### src/rtl/raw_frame_packer.sv
// Capture-side write stage: packs four raw 8-bit Bayer pixels into one 32-bit word
// for frame-RAM port A, tracking frame boundaries and short/long frame errors.
module raw_frame_packer #(
    parameter int H_ACTIVE = 640,
    parameter int V_ACTIVE = 480,
    parameter int ADDR_W   = 17
) (
    input  logic              i_clk,
    input  logic              i_rst_n,
    input  logic              i_enable,
    input  logic              i_frame_start,
    input  logic              i_pix_valid,
    input  logic [7:0]        i_pix_data,
    output logic              o_we_a,
    output logic [ADDR_W-1:0] o_addr_a,
    output logic [31:0]       o_data_a,
    output logic              o_capturing,
    output logic              o_frame_done,
    output logic              o_short_frame,
    output logic              o_overrun,
    output logic [1:0]        o_state
);

    typedef enum logic [1:0] {
        ST_IDLE     = 2'd0,
        ST_WAIT_SOF = 2'd1,
        ST_CAPTURE  = 2'd2,
        ST_DONE     = 2'd3
    } state_t;

    localparam int                WORDS     = H_ACTIVE * V_ACTIVE / 4;
    localparam logic [ADDR_W-1:0] LAST_ADDR = ADDR_W'(WORDS - 1);

    state_t            r_state;
    logic [1:0]        r_lane;
    logic [ADDR_W-1:0] r_addr;
    logic [23:0]       r_buf;
    logic              r_complete;
    logic              r_we;
    logic [ADDR_W-1:0] r_addr_a;
    logic [31:0]       r_data_a;
    logic              r_capturing;
    logic              r_frame_done;
    logic              r_short;
    logic              r_overrun;

    state_t            w_state;
    logic [1:0]        w_lane;
    logic [ADDR_W-1:0] w_addr;
    logic [23:0]       w_buf;
    logic              w_complete;
    logic              w_we;
    logic [ADDR_W-1:0] w_addr_a;
    logic [31:0]       w_data_a;
    logic              w_frame_done;
    logic              w_short;
    logic              w_overrun;
    logic              w_restart;
    logic [1:0]        w_lane_base;
    logic [ADDR_W-1:0] w_addr_base;

    always_comb begin
        w_state      = r_state;
        w_lane       = r_lane;
        w_addr       = r_addr;
        w_buf        = r_buf;
        w_complete   = r_complete;
        w_we         = 1'b0;
        w_addr_a     = r_addr_a;
        w_data_a     = r_data_a;
        w_frame_done = 1'b0;
        w_short      = r_short;
        w_overrun    = r_overrun;
        w_restart    = 1'b0;

        case (r_state)
            ST_IDLE: begin
                if (i_enable) w_state = ST_WAIT_SOF;
            end
            ST_WAIT_SOF: begin
                if (i_frame_start) begin
                    w_restart  = 1'b1;
                    w_state    = ST_CAPTURE;
                    w_short    = 1'b0;
                    w_overrun  = 1'b0;
                    w_complete = 1'b0;
                end else if (i_pix_valid && r_complete) begin
                    w_overrun = 1'b1;
                end
            end
            ST_CAPTURE: begin
                // A new frame_start mid-frame drops the partial word and restarts.
                if (i_frame_start) begin
                    w_restart = 1'b1;
                    w_short   = 1'b1;
                end
            end
            ST_DONE: begin
                w_state = i_enable ? ST_WAIT_SOF : ST_IDLE;
                if (i_pix_valid) w_overrun = 1'b1;
            end
            default: w_state = ST_IDLE;
        endcase

        w_lane_base = w_restart ? 2'd0 : r_lane;
        w_addr_base = w_restart ? '0 : r_addr;
        if (w_restart) begin
            w_lane = 2'd0;
            w_addr = '0;
        end

        if ((r_state == ST_CAPTURE || w_restart) && i_pix_valid) begin
            if (w_lane_base == 2'd3) begin
                w_we     = 1'b1;
                w_addr_a = w_addr_base;
                w_data_a = {i_pix_data, r_buf};
                w_lane   = 2'd0;
                if (w_addr_base == LAST_ADDR) begin
                    w_state      = ST_DONE;
                    w_frame_done = 1'b1;
                    w_complete   = 1'b1;
                end else begin
                    w_addr = w_addr_base + 1'b1;
                end
            end else begin
                case (w_lane_base)
                    2'd0:    w_buf[7:0]   = i_pix_data;
                    2'd1:    w_buf[15:8]  = i_pix_data;
                    default: w_buf[23:16] = i_pix_data;
                endcase
                w_lane = w_lane_base + 2'd1;
            end
        end
    end

    always_ff @(posedge i_clk or negedge i_rst_n) begin
        if (!i_rst_n) r_state <= ST_IDLE;
        else          r_state <= w_state;
    end

    always_ff @(posedge i_clk or negedge i_rst_n) begin
        if (!i_rst_n) begin
            r_lane       <= 2'd0;
            r_addr       <= '0;
            r_buf        <= 24'd0;
            r_complete   <= 1'b0;
            r_we         <= 1'b0;
            r_addr_a     <= '0;
            r_data_a     <= 32'd0;
            r_capturing  <= 1'b0;
            r_frame_done <= 1'b0;
            r_short      <= 1'b0;
            r_overrun    <= 1'b0;
        end else begin
            r_lane       <= w_lane;
            r_addr       <= w_addr;
            r_buf        <= w_buf;
            r_complete   <= w_complete;
            r_we         <= w_we;
            r_addr_a     <= w_addr_a;
            r_data_a     <= w_data_a;
            r_capturing  <= (w_state == ST_CAPTURE);
            r_frame_done <= w_frame_done;
            r_short      <= w_short;
            r_overrun    <= w_overrun;
        end
    end

    assign o_we_a        = r_we;
    assign o_addr_a      = r_addr_a;
    assign o_data_a      = r_data_a;
    assign o_capturing   = r_capturing;
    assign o_frame_done  = r_frame_done;
    assign o_short_frame = r_short;
    assign o_overrun     = r_overrun;
    assign o_state       = r_state;

endmodule
### config.mk
export PLATFORM = sky130hd
export DESIGN_NAME = raw_frame_packer
export DESIGN_NICKNAME = d
export VERILOG_FILES = /design/src/rtl/raw_frame_packer.sv
export SDC_FILE = /design/constraint.sdc
export NUM_CORES = 1
export LEC_CHECK = 0
export CAP_MARGIN = 20
export CORE_MARGIN = 5
export CORE_UTILIZATION = 53
export DETAILED_ROUTE_END_ITERATION = 10
export PLACE_DENSITY = 0.79
export SETUP_SLACK_MARGIN = 0.5
export SLEW_MARGIN = 5
export SYNTH_ARGS = -nofsm -noshare
export SYNTH_HDL_FRONTEND = slang
export SYNTH_SLANG_ARGS = --single-unit
export TNS_END_PERCENT = 50
### constraint.sdc
create_clock -name i_clk -period 2.7 [get_ports i_clk]
set_input_delay 0.27 -clock i_clk [delete_from_list [all_inputs] [get_ports i_clk]]
set_output_delay 0.27 -clock i_clk [all_outputs]
set_load 0.02 [all_outputs]
# After elaboration in Yosys (flattened, before gate mapping)
# Cells that the tools add are included.
[word_totals] regBits=100 out_inout_bits=56 wordCells=77 inputBits=13
[op_classes] n_eq_ne=11 n_bitwise=2 mux=33 n_reduce_logical=15 addsub=2
[ops] op="$mux W17" count=4
[ops] op="$mux W1" count=18
[ops] op="$add A17 B1 Y17 const B" count=1
[ops] op="$eq A17 B17 Y1 const B" count=1
[ops] op="$mux W2" count=8
[ops] op="$reduce_and A3 Y1" count=5
[ops] op="$eq A2 B2 Y1 const B" count=4
[ops] op="$ne A2 B2 Y1 const B" count=3
[ops] op="$pmux W2 S3" count=1
[ops] op="$eq A2 B1 Y1 const B" count=2
[ops] op="$logic_not A2 Y1" count=2
[ops] op="$pmux W1 S2" count=2
[ops] op="$reduce_bool A2 Y1" count=2
[ops] op="$reduce_or A2 Y1" count=2
[ops] op="$ne A3 B3 Y1 const B" count=1
[ops] op="$add A2 B1 Y2 const B" count=1
[ops] op="$logic_and A1 B1 Y1" count=2
[ops] op="$not A1 Y1" count=2
[ops] op="$reduce_and A2 Y1" count=1
[ops] op="$logic_or A1 B1 Y1" count=1

# Depth between registers and ports, before layout
# Gate-level depths: netlist of run 1.
[logic_depth] word_depth=9 depth_mapped=12 depth_no_buf=11

# Worst setup path after synthesis of run 1
# OpenSTA, ideal clock, no wires.
[synth_timing] kind="reg2reg" from="reg r_state[0], in the netlist o_state[0]" to="reg r_addr[1]" t_arrival_ns=2.492 setup_slack_ns=0.080 period_less_slack_ns=2.620 path_stages_with_launch=12 required_ns=2.572 setup_ns=0.128 path_buffers=1 cell_sequence="dfrtp_1 -> inv_1 -> ha_1 -> nand2_2 -> and2_0 -> clkbuf_2 -> ha_1 -> nand4_1 -> nor2_1 -> nand3_2 -> nand2_1 -> mux2_1"
[synth_between] elab_chain_cells=8 elab_cells_between_ends=14 cone_classes="add/sub (1); eq/ne (4); mux (6); reduce/logical (3)"
[synth_lines] element="start: declaration" line="34" source="state_t r_state;"
[synth_lines] element="start signal: assignment" line="138" source="else r_state <= w_state;"
[synth_lines] element="$eq A2 B2 Y1 or $eq A2 B1 Y1 (tied branches)" line="76" source="case (r_state)"
[synth_lines] element="$reduce_or A2 Y1 (no line) *"
[synth_lines] element="$mux W1 *"
[synth_lines] element="$mux W17 *" line="106" source="w_addr_base = w_restart ? '0 : r_addr;"
[synth_lines] element="net w_addr_base[0]" line="60" source="logic [ADDR_W-1:0] w_addr_base;"
[synth_lines] element="$add A17 B1 Y17 or $eq A17 B17 Y1 (tied branches)" line="123, 118"
[synth_lines] element="$mux W17 *" line="118" source="if (w_addr_base == LAST_ADDR) begin"
[synth_lines] element="$mux W17 *" line="113" source="if (w_lane_base == 2'd3) begin"
[synth_lines] element="$mux W17 *" line="112" source="if ((r_state == ST_CAPTURE || w_restart) && i_pix_valid) begin"
[synth_lines] element="net w_addr[1]" line="49" source="logic [ADDR_W-1:0] w_addr;"
[synth_lines] element="end signal: assignment" line="156" source="r_addr <= w_addr;"
[synth_lines] element="end: declaration" line="36" source="logic [ADDR_W-1:0] r_addr;"
# Mark *: on every way through the listed nets, which the timed path passes. The rest lies on a longest branch.
# A chain may end at the register's enable or synchronous reset.

# Final worst setup path of run 1
[layout_timing] from="reg r_state[0], in the netlist o_state[0]" to="reg r_addr[10]"
[layout_between] elab_chain_cells=8 elab_cells_between_ends=14 cone_classes="add/sub (1); eq/ne (4); mux (6); reduce/logical (3)"
[layout_lines] element="$eq A2 B2 Y1 or $eq A2 B1 Y1 (tied branches)" line="76, 112"
[layout_lines] element="$reduce_or A2 Y1 (no line)"
[layout_lines] element="$mux W1"
[layout_lines] element="$mux W17" line="106, 107"
[layout_lines] element="$add A17 B1 Y17 or $eq A17 B17 Y1 (tied branches)" line="123, 118"
[layout_lines] element="$mux W17" line="118"
[layout_lines] element="$mux W17" line="113"
[layout_lines] element="$mux W17 *" line="112"
[layout_lines] element="net w_addr[10]" line="49"
# Marks and branches as above.

==> results of run 1 <==
-- through the flow --
| step | power, mW | worst slack [ns] | util | area (um2) |
|---|---|---|---|---|
| global route | 4.93 | 0.342 | 0.701 | 5440 |
| floorplan | 2.99 | 0.422 | - | 4270 |
| CTS | 4.64 | 0.524 | 0.688 | 5340 |
| detailed placement | 3.64 | 0.292 | 0.653 | 5070 |
| finish | 4.65 | 0.456 | 0.701 | 5440 |
| global placement | 3.58 | 0.404 | 0.653 | 5070 |
-- final cells by class --
class                           instances  share of cell area
Clock buffer                            9              0.0228
Clock inverter                          7              0.0140
Inverter                                9             0.00621
Multi-Input combinational cell        274               0.316
Sequential cell                       100               0.460
Tap cell                              102              0.0234
Timing Repair Buffer                   92               0.158
-- flip-flops by register name (all words and copies together) (netlist names) --
name	count
o_addr_a	17
o_overrun	1
o_data_a	32
r_buf	24
o_capturing	1
o_short_frame	1
r_complete	1
r_lane	2
r_addr	17
o_frame_done	1
o_state	2
o_we_a	1
-- cell usage in the layout, fill, tap and decap left out, types with 8 or more instances in the layout --
master           count
mux2_2              11
clkbuf_8             9
buf_4               25
o21ai_0             16
clkdlybuf4s50_1     67
nand4_1              8
dfrtp_1             98
nand2_1            135
mux2_1              16
nor2_1              11
-- logic make-up after synthesis --
family	count (synthesis)
adder cells (fa/ha/maj)	9
AND/OR/NAND/NOR	190
multiplexers	31
XOR/XNOR	9
AO/OA/AOI/OAI	35
flip-flops	100
buffers and inverters	24
-- worst max-delay path: stages (launching register included) --
cell,delay (ns)
dfrtp_2,0.43
inv_2,0.08
ha_4,0.21
nand2_4,0.08
and2_4,0.16
ha_4,0.14
nand4_1,0.18
buf_4,0.21
nor3_4,0.21
nor3b_4,0.22
xnor2_1,0.15
nor2_1,0.05
-- worst max path at each step --
stage / start / to / slack, ns / cells past startpoint
2_1_floorplan: o_state[1] / r_addr[1] / 0.42 / 11
3_3_place_gp: i_frame_start / r_addr[16] / 0.40 / 10
3_5_place_dp: i_frame_start / r_addr[12] / 0.29 / 10
4_1_cts: o_state[1] / r_addr[12] / 0.52 / 11
5_1_grt: o_state[0] / r_addr[10] / 0.34 / 11
6_report: o_state[0] / r_addr[10] / 0.46 / 11
-- report_power, final --
| group | total (mW) | internal (mW) | switching [mW] | leakage, nW |
|---|---|---|---|---|
| logic | 1.59 | 0.753 | 0.836 | 1.13 |
| registers | 2.10 | 1.88 | 0.217 | 1.34 |
| clock network | 0.955 | 0.433 | 0.522 | 0.0958 |
-- per-layer routing --
layer  part of all wire  GRT usage  up-vias  routed length, um
met5                  0          0        -                  0
met4              0.017     0.0578        0                159
met3              0.061     0.0505       15                573
met2               0.49      0.326       84               4620
met1               0.43      0.264     1533               4060
li1                   -          -     1484                  -
-- what timing repair did --
action / in CTS / in global routing
buffers inserted: 5 / 10
hold buffers: 0 / 0
setup endpoints to repair: 40 / 53
cloned: 0 / 0
pin swaps: 4 / 11
resized for setup: 9 / 6
==> impl_metrics.toml, run 1 <==
[place]
portBuffers = 68
gp_congestion = 0.856
dp_cells = 562
dp_hpwl_um = 6460

[worst_setup_path]
r2r_setup_slack_ns = 0.46
crit_fanout = 6
worst_ep_required_time_ns = 2.94
cp-end-kind = "register"
critPathKind = "register to register"
worstSetupStartpointType = "register"
r2r_start = "o_state[0]"
reg2regPathDepth = 11
worstReg2RegEnd = "r_addr[10]"
arrival_ns = 2.48

[clock_tree]
cts_tree = "done"
clk_latency_ns = 0.35
clockBufferDepth = 2
clockRootBuffer = "clkbuf_8"
htreeDepth = 3
clk_pin_slew_ns = 0.09
cts_sinks = 100
cts_buffers = 9

[power_and_ir_drop]
total_leakage_power_nw = 2.56
ir_drop_mv = 0.561
p_per_area_mw_per_mm2 = 853

[detailed_routing]
drtPass1Iterations = 4
drt_iter0_drc = 122
wl_per_cell_um = 15.9
wl_um = 9410
drtAntennaViolNets = 0
drc_errors = 0
vias = 3116
via_per_inst = 5.25

[synth]
syn_avg_cell_area_um2 = 10.6
syn-num-nets = 420
synth_xor_area_frac = 0.0186
ys.flop_type = "dfrtp_1"
synth_cell_types = 50
seq_area_frac_synth = 0.592
postSynthCellCount = 398
synth.most_common_cell = "nand2_1"
synth_largest_area_cell = "dfrtp_1"
yosys.area_share.simple = 0.203
synth_top_family_by_area = "simple AND/OR/NAND/NOR gates"
synth.top_cells.by_count = "nand2_1 (136), dfrtp_1 (100), mux2_1 (17)"
ys_seq_elements = 100
synth_mux_area_frac = 0.0816
synth_area_leaders = "dfrtp_1 (59%), nand2_1 (12%), mux2_1 (4.5%), mux2_2 (2.9%), ha_1 (2.7%)"
synth_top_area_frac = 0.592
yosys_warnings = 0
synthAdderAreaFrac = 0.0266
async_reset_ff_frac = 1.00
synthesis.area_mm2 = 0.00423
synth-compound-area-share = 0.0535
synth-edff-count = 0

[cells_and_area]
area_growth_pct = 28.7
regArea_mm2 = 0.00250
drive_above_1_share = 0.175
stdcell_count = 593
nets = 508
diodes = 0
multi_input_area_mm2 = 0.00172
num-fill-cells = 569

[status]
status = "finished, final reports clean"

[timing]
rsz0062_at_grt = "yes"
fin_skew_ns = 0.00675
relSlewSlack = 0.359
min_period_ns = 2.24
slew_violations = 0
timing.hold.ws_ns = 0.0338
tightestPinTransition_ns = 0.961
fmaxAchievable_ghz = 0.446
finalCritPeriodShare = 0.831
setup_viol = 0
fin_setup_tns_ns = 0
final_hold_viol_count = 0

[floorplan]
ios = 69
fp.dieArea_mm2 = 0.00987
fp.dieH_um = 99.3
num_rows = 32
die_w_um = 99.3
initial_core_util = 0.545
coreArea_mm2 = 0.00777

[global_routing]
grt-ovfl-total = 0
antenna_found_initial = 0
grt_pass1_vias = 3242
grt_pass1_wl_um = 15800
grt_max_degree = 79
grt_usage = 0.199

[flow_run]
cap_violations = 0

[hold_path]
hold_path.class = "input pin to async pin"
Power figures use the tool's default switching activity.
==> run 2, diff against run 1 <==
Settings changed: CORE_UTILIZATION 53 to 48, PLACE_DENSITY 0.79 to 0.76.
Clock period 2.7 ns to 1.8 ns, I/O delays scaled along.
==> impl_metrics.toml, run 2 (synthesized netlist as in run 1, its figures left out) <==
[cells_and_area]
diodes = 0
area_growth_pct = 39.7
layout_commonest_cell = "nand2_1"
largest_reg_flops = 32
layout_common_cells = "nand2_1 (132), dfrtp_1 (98), buf_4 (40)"
num-fill-cells = 665
nets = 539
drive_above_1_share = 0.293
utilization = 0.684

[timing]
slew_violations = 0
min_period_ns = 2.25
final.setup.worst_slack_ns = -0.448
fmaxAchievable_ghz = 0.445
relSlewSlack = 0.745
tightestPinTransition_ns = 0.382
timing.hold.ws_ns = 0.252
final_hold_viol_count = 0
setup_viol = 92
rsz0062_at_grt = "yes"
finalCritPeriodShare = 1.25
fin_skew_ns = 0.0119

[floorplan]
ios = 69
die_w_um = 104
num_rows = 34
initial_core_util = 0.490
coreArea_mm2 = 0.00864
fp.dieArea_mm2 = 0.0108
fp.dieH_um = 104

[detailed_routing]
drc_errors = 0
drt_iter0_drc = 101
drtPass1Iterations = 4
wl_per_cell_um = 16.6
wl_um = 10400
via_per_inst = 5.21
vias = 3284
drtAntennaViolNets = 0

[worst_setup_path]
worst_ep_required_time_ns = 2.06
crit_fanout = 6
critPathKind = "register to register"
cp-end-kind = "register"
worstSetupStartpointType = "register"
reg2regPathDepth = 11
arrival_ns = 2.51

[place]
portBuffers = 68
dp_hpwl_um = 6820
pre_cts_ws_ns = -0.323
gp_congestion = 0.833

[power_and_ir_drop]
p_total_mw = 7.29
switching_share = 0.362
switchingPower_mw = 2.64
total_leakage_power_nw = 3.06
p_per_area_mw_per_mm2 = 1230
ir_drop_mv = 0.828
pwr-share-seq = 0.432
combPwrFrac = 0.369
p_int_mw = 4.65
pwr-share-clk = 0.200

[flow_run]
cap_violations = 0

[hold_path]
hold_path.class = "input pin to async pin"

[global_routing]
antenna_found_initial = 0
grt_usage = 0.198
grt_max_degree = 42
grt_pass1_vias = 3470
grt-ovfl-total = 0
grt_pass1_wl_um = 17500

[clock_tree]
cts_tree = "done"
clockRootBuffer = "clkbuf_8"
clk_latency_ns = 0.38
htreeDepth = 3
clockBufferDepth = 2
cts_buffers = 9
cts_sinks = 100
clk_pin_slew_ns = 0.11

[status]
status = "finished, violations left"
violations = "setup timing"
==> run 2: cell types whose count changed in the layout (fill, tap and decap cells not counted), sizes merged, moves of 2 or more <==
cell and delta:
clkdlybuf4s15 +8, clkdlybuf4s50 -56, bufbuf +2, buf +29, dlygate4sd2 +37, clkinv -2
clkbuf +10, inv +4
==> run 2: layer usage <==
metal  part of all wire  global-route usage  vias up
met1               0.43               0.249     1648
met3              0.054              0.0670       10
met2               0.51               0.338       70
li1                   -                   -     1556
met4             0.0094              0.0352        0
met5                  0                   0        -
==> run 2: area by class of cell <==
type / count / area, um2 / area share
sequential: 100 / 2500 / 0.424
multi-input combinational: 274 / 1860 / 0.315
timing repair buffer: 123 / 1170 / 0.197
tap: 108 / 135 / 0.0229
clock buffer: 9 / 124 / 0.0210
clock inverter: 7 / 75.1 / 0.0127
inverter: 9 / 41.3 / 0.00699
==> run 2: worst max-delay path, stage by stage, from the launching register on <==
cell and delay (ns):
dfrtp_2 0.43, inv_2 0.08, ha_4 0.20, nand2_4 0.08, and2_4 0.17, ha_4 0.13
nand4_1 0.15, buf_4 0.21, nor3_4 0.25, nor3b_2 0.23, xnor2_1 0.13, nor2_1 0.05
==> run 2: final timing paths <==
kind                                    start           end  slack (ns)
max in group asynchronous             i_rst_n     r_buf[20]        0.99
worst max register to register     o_state[1]    r_addr[10]       -0.45
worst min-delay path                  i_rst_n   o_addr_a[2]        0.25
min in group i_clk              i_pix_data[7]  o_data_a[31]        0.43
worst max-delay path               o_state[1]    r_addr[10]       -0.45
worst min register to register   o_data_a[17]  o_data_a[17]        0.48
==> run 2: through the flow <==
| stage | TNS [ns] | instances | instance area (um2) |
|---|---|---|---|
| after floorplan | -14.61 | 398 | 4300 |
| after global placement | -8.48 | 599 | 5400 |
| after detailed placement | -9.80 | 599 | 5400 |
| after CTS | -7.54 | 623 | 5800 |
| after global routing | -22.59 | 630 | 5910 |
| final | -15.64 | 630 | 5910 |
==> run 2: what timing repair did <==
item                                   CTS  global route
setup endpoints to repair              154           152
pin swaps                               17            16
endpoints found under the hold margin   26             0
hold buffers                             1             0
cloned                                   2             1
resized for setup                      113            37
buffers inserted                         5             6
==> run 2: power groups by stage <==
stage / clock network [mW] / logic (mW) / registers (mW)
finish: 1.46 / 2.69 / 3.15
detailed placement: 0 / 2.53 / 3.18
floorplan: 0 / 1.03 / 3.49
global placement: 0 / 2.47 / 3.15
global route: 1.58 / 2.92 / 3.22
CTS: 1.47 / 2.67 / 3.13
==> edit, RTL diff (config.mk and constraints of run 1) <==
Set the parameter `ADDR_W` to 19 (it was 17).
--- a/src/rtl/raw_frame_packer.sv
+++ b/src/rtl/raw_frame_packer.sv
@@ -3,7 +3,7 @@
 module raw_frame_packer #(
     parameter int H_ACTIVE = 640,
     parameter int V_ACTIVE = 480,
-    parameter int ADDR_W   = 17
+    parameter int ADDR_W   = 19
 ) (
     input  logic              i_clk,
     input  logic              i_rst_n,
Interface: changed (resized o_addr_a); port bits go from 69 to 71. No check against the original RTL was run, so the function may have changed too.
==> edit against run 1 <==
Maximum frequency fell by 5.8%. Clock skew grew 7.9 ps. Sequential cell count grew 4. Synthesized area grew 5.4%. Final area up 10%. Total power increased by 3.6%. Combinational power up 10%. First-iteration DRC count grew 3.3%. Sequential share of layout area fell by 2.6 points. Count of clock-buffer cells in the layout unchanged. Global-route usage rose by 1.0 points. Wire length is 14% higher. Worst setup slack worse by 140 ps. Largest power group unchanged.
==> edit: results (changes against run 1) <==
Power share of the clock group: 18.8% (-1.8 points)
Syn avg cell area: 10.35 sq um (-2.6%)
Worst hold margin: 439.8 ps (+406.0 ps)
Vias in the first global route: 3564 (+9.9%)
IO buf count: 70 (+2.9%)
Hold buffers post-CTS: 1 (+1)
Pwr dens: 801.9 mW/mm^2 (-6.0%)
Hpwl dp: 6.797 mm (+5.2%)
Outcome: finished clean
Post-synth top cells: nand2_1, dfrtp_1, mux2_2, o21ai_0, nand3_1
CTS resizes: 14 (+5)
Met3 usage: 4.339% (-0.71 points)
FILL cells: 564 (-0.88%)
Initial DRC Count: 126 (+3.3%)
Worst Skew: 14.63 ps (+7.877 ps)
Leakage: 2.805 nW (+9.4%)
Layout Nets: 553 (+8.9%)
Sw Share: 34.97% (+1.1 points)
Reg power frac: 44.8% (-0.4 points)
Area post-placement: 0.005430 sq mm (+7.0%)
Met2 usage: 32.75% (+0.10 points)
Max Clk Rate: 419.9 MHz (-5.8%)
Final wirelength: 10.70 mm (+14%)
Routed via count: 3496 (+12%)
RePlAce Congestion: 0.8267 (-3.4%)
Clock latency on the worst-skew pair: 370 ps (+20 ps)
Global Route Usage Sum: 20.97% (+1.0 points)
## edit: cell types whose count changed in the layout (fill, tap and decap cells not counted), moves of 5 or more
cell	change
xor2_1	-5
nor4_2	+6
mux2_1	-16
xnor2_1	+5
buf_12	+5
mux2_2	+16
## edit: kinds of logic after synthesis
family	Yosys count	share of synthesized area, %
AO/OA/AOI/OAI	41	5.498
multiplexers	32	8.078
flip-flops	104	58.35
adder cells (fa/ha/maj)	9	2.525
AND/OR/NAND/NOR	208	21.04
XOR/XNOR	9	1.767
buffers and inverters	28	2.749
## edit: area by class of cell
cell class / instances / area [sq um] / share of cell area, %
multi-input combinational: 299 / 1954 / 32.57
timing repair buffer: 106 / 1080 / 17.99
inverter: 11 / 52.55 / 0.8757
sequential: 104 / 2605 / 43.41
clock buffer: 9 / 123.9 / 2.064
clock inverter: 6 / 53.80 / 0.8966
tap: 105 / 131.4 / 2.189
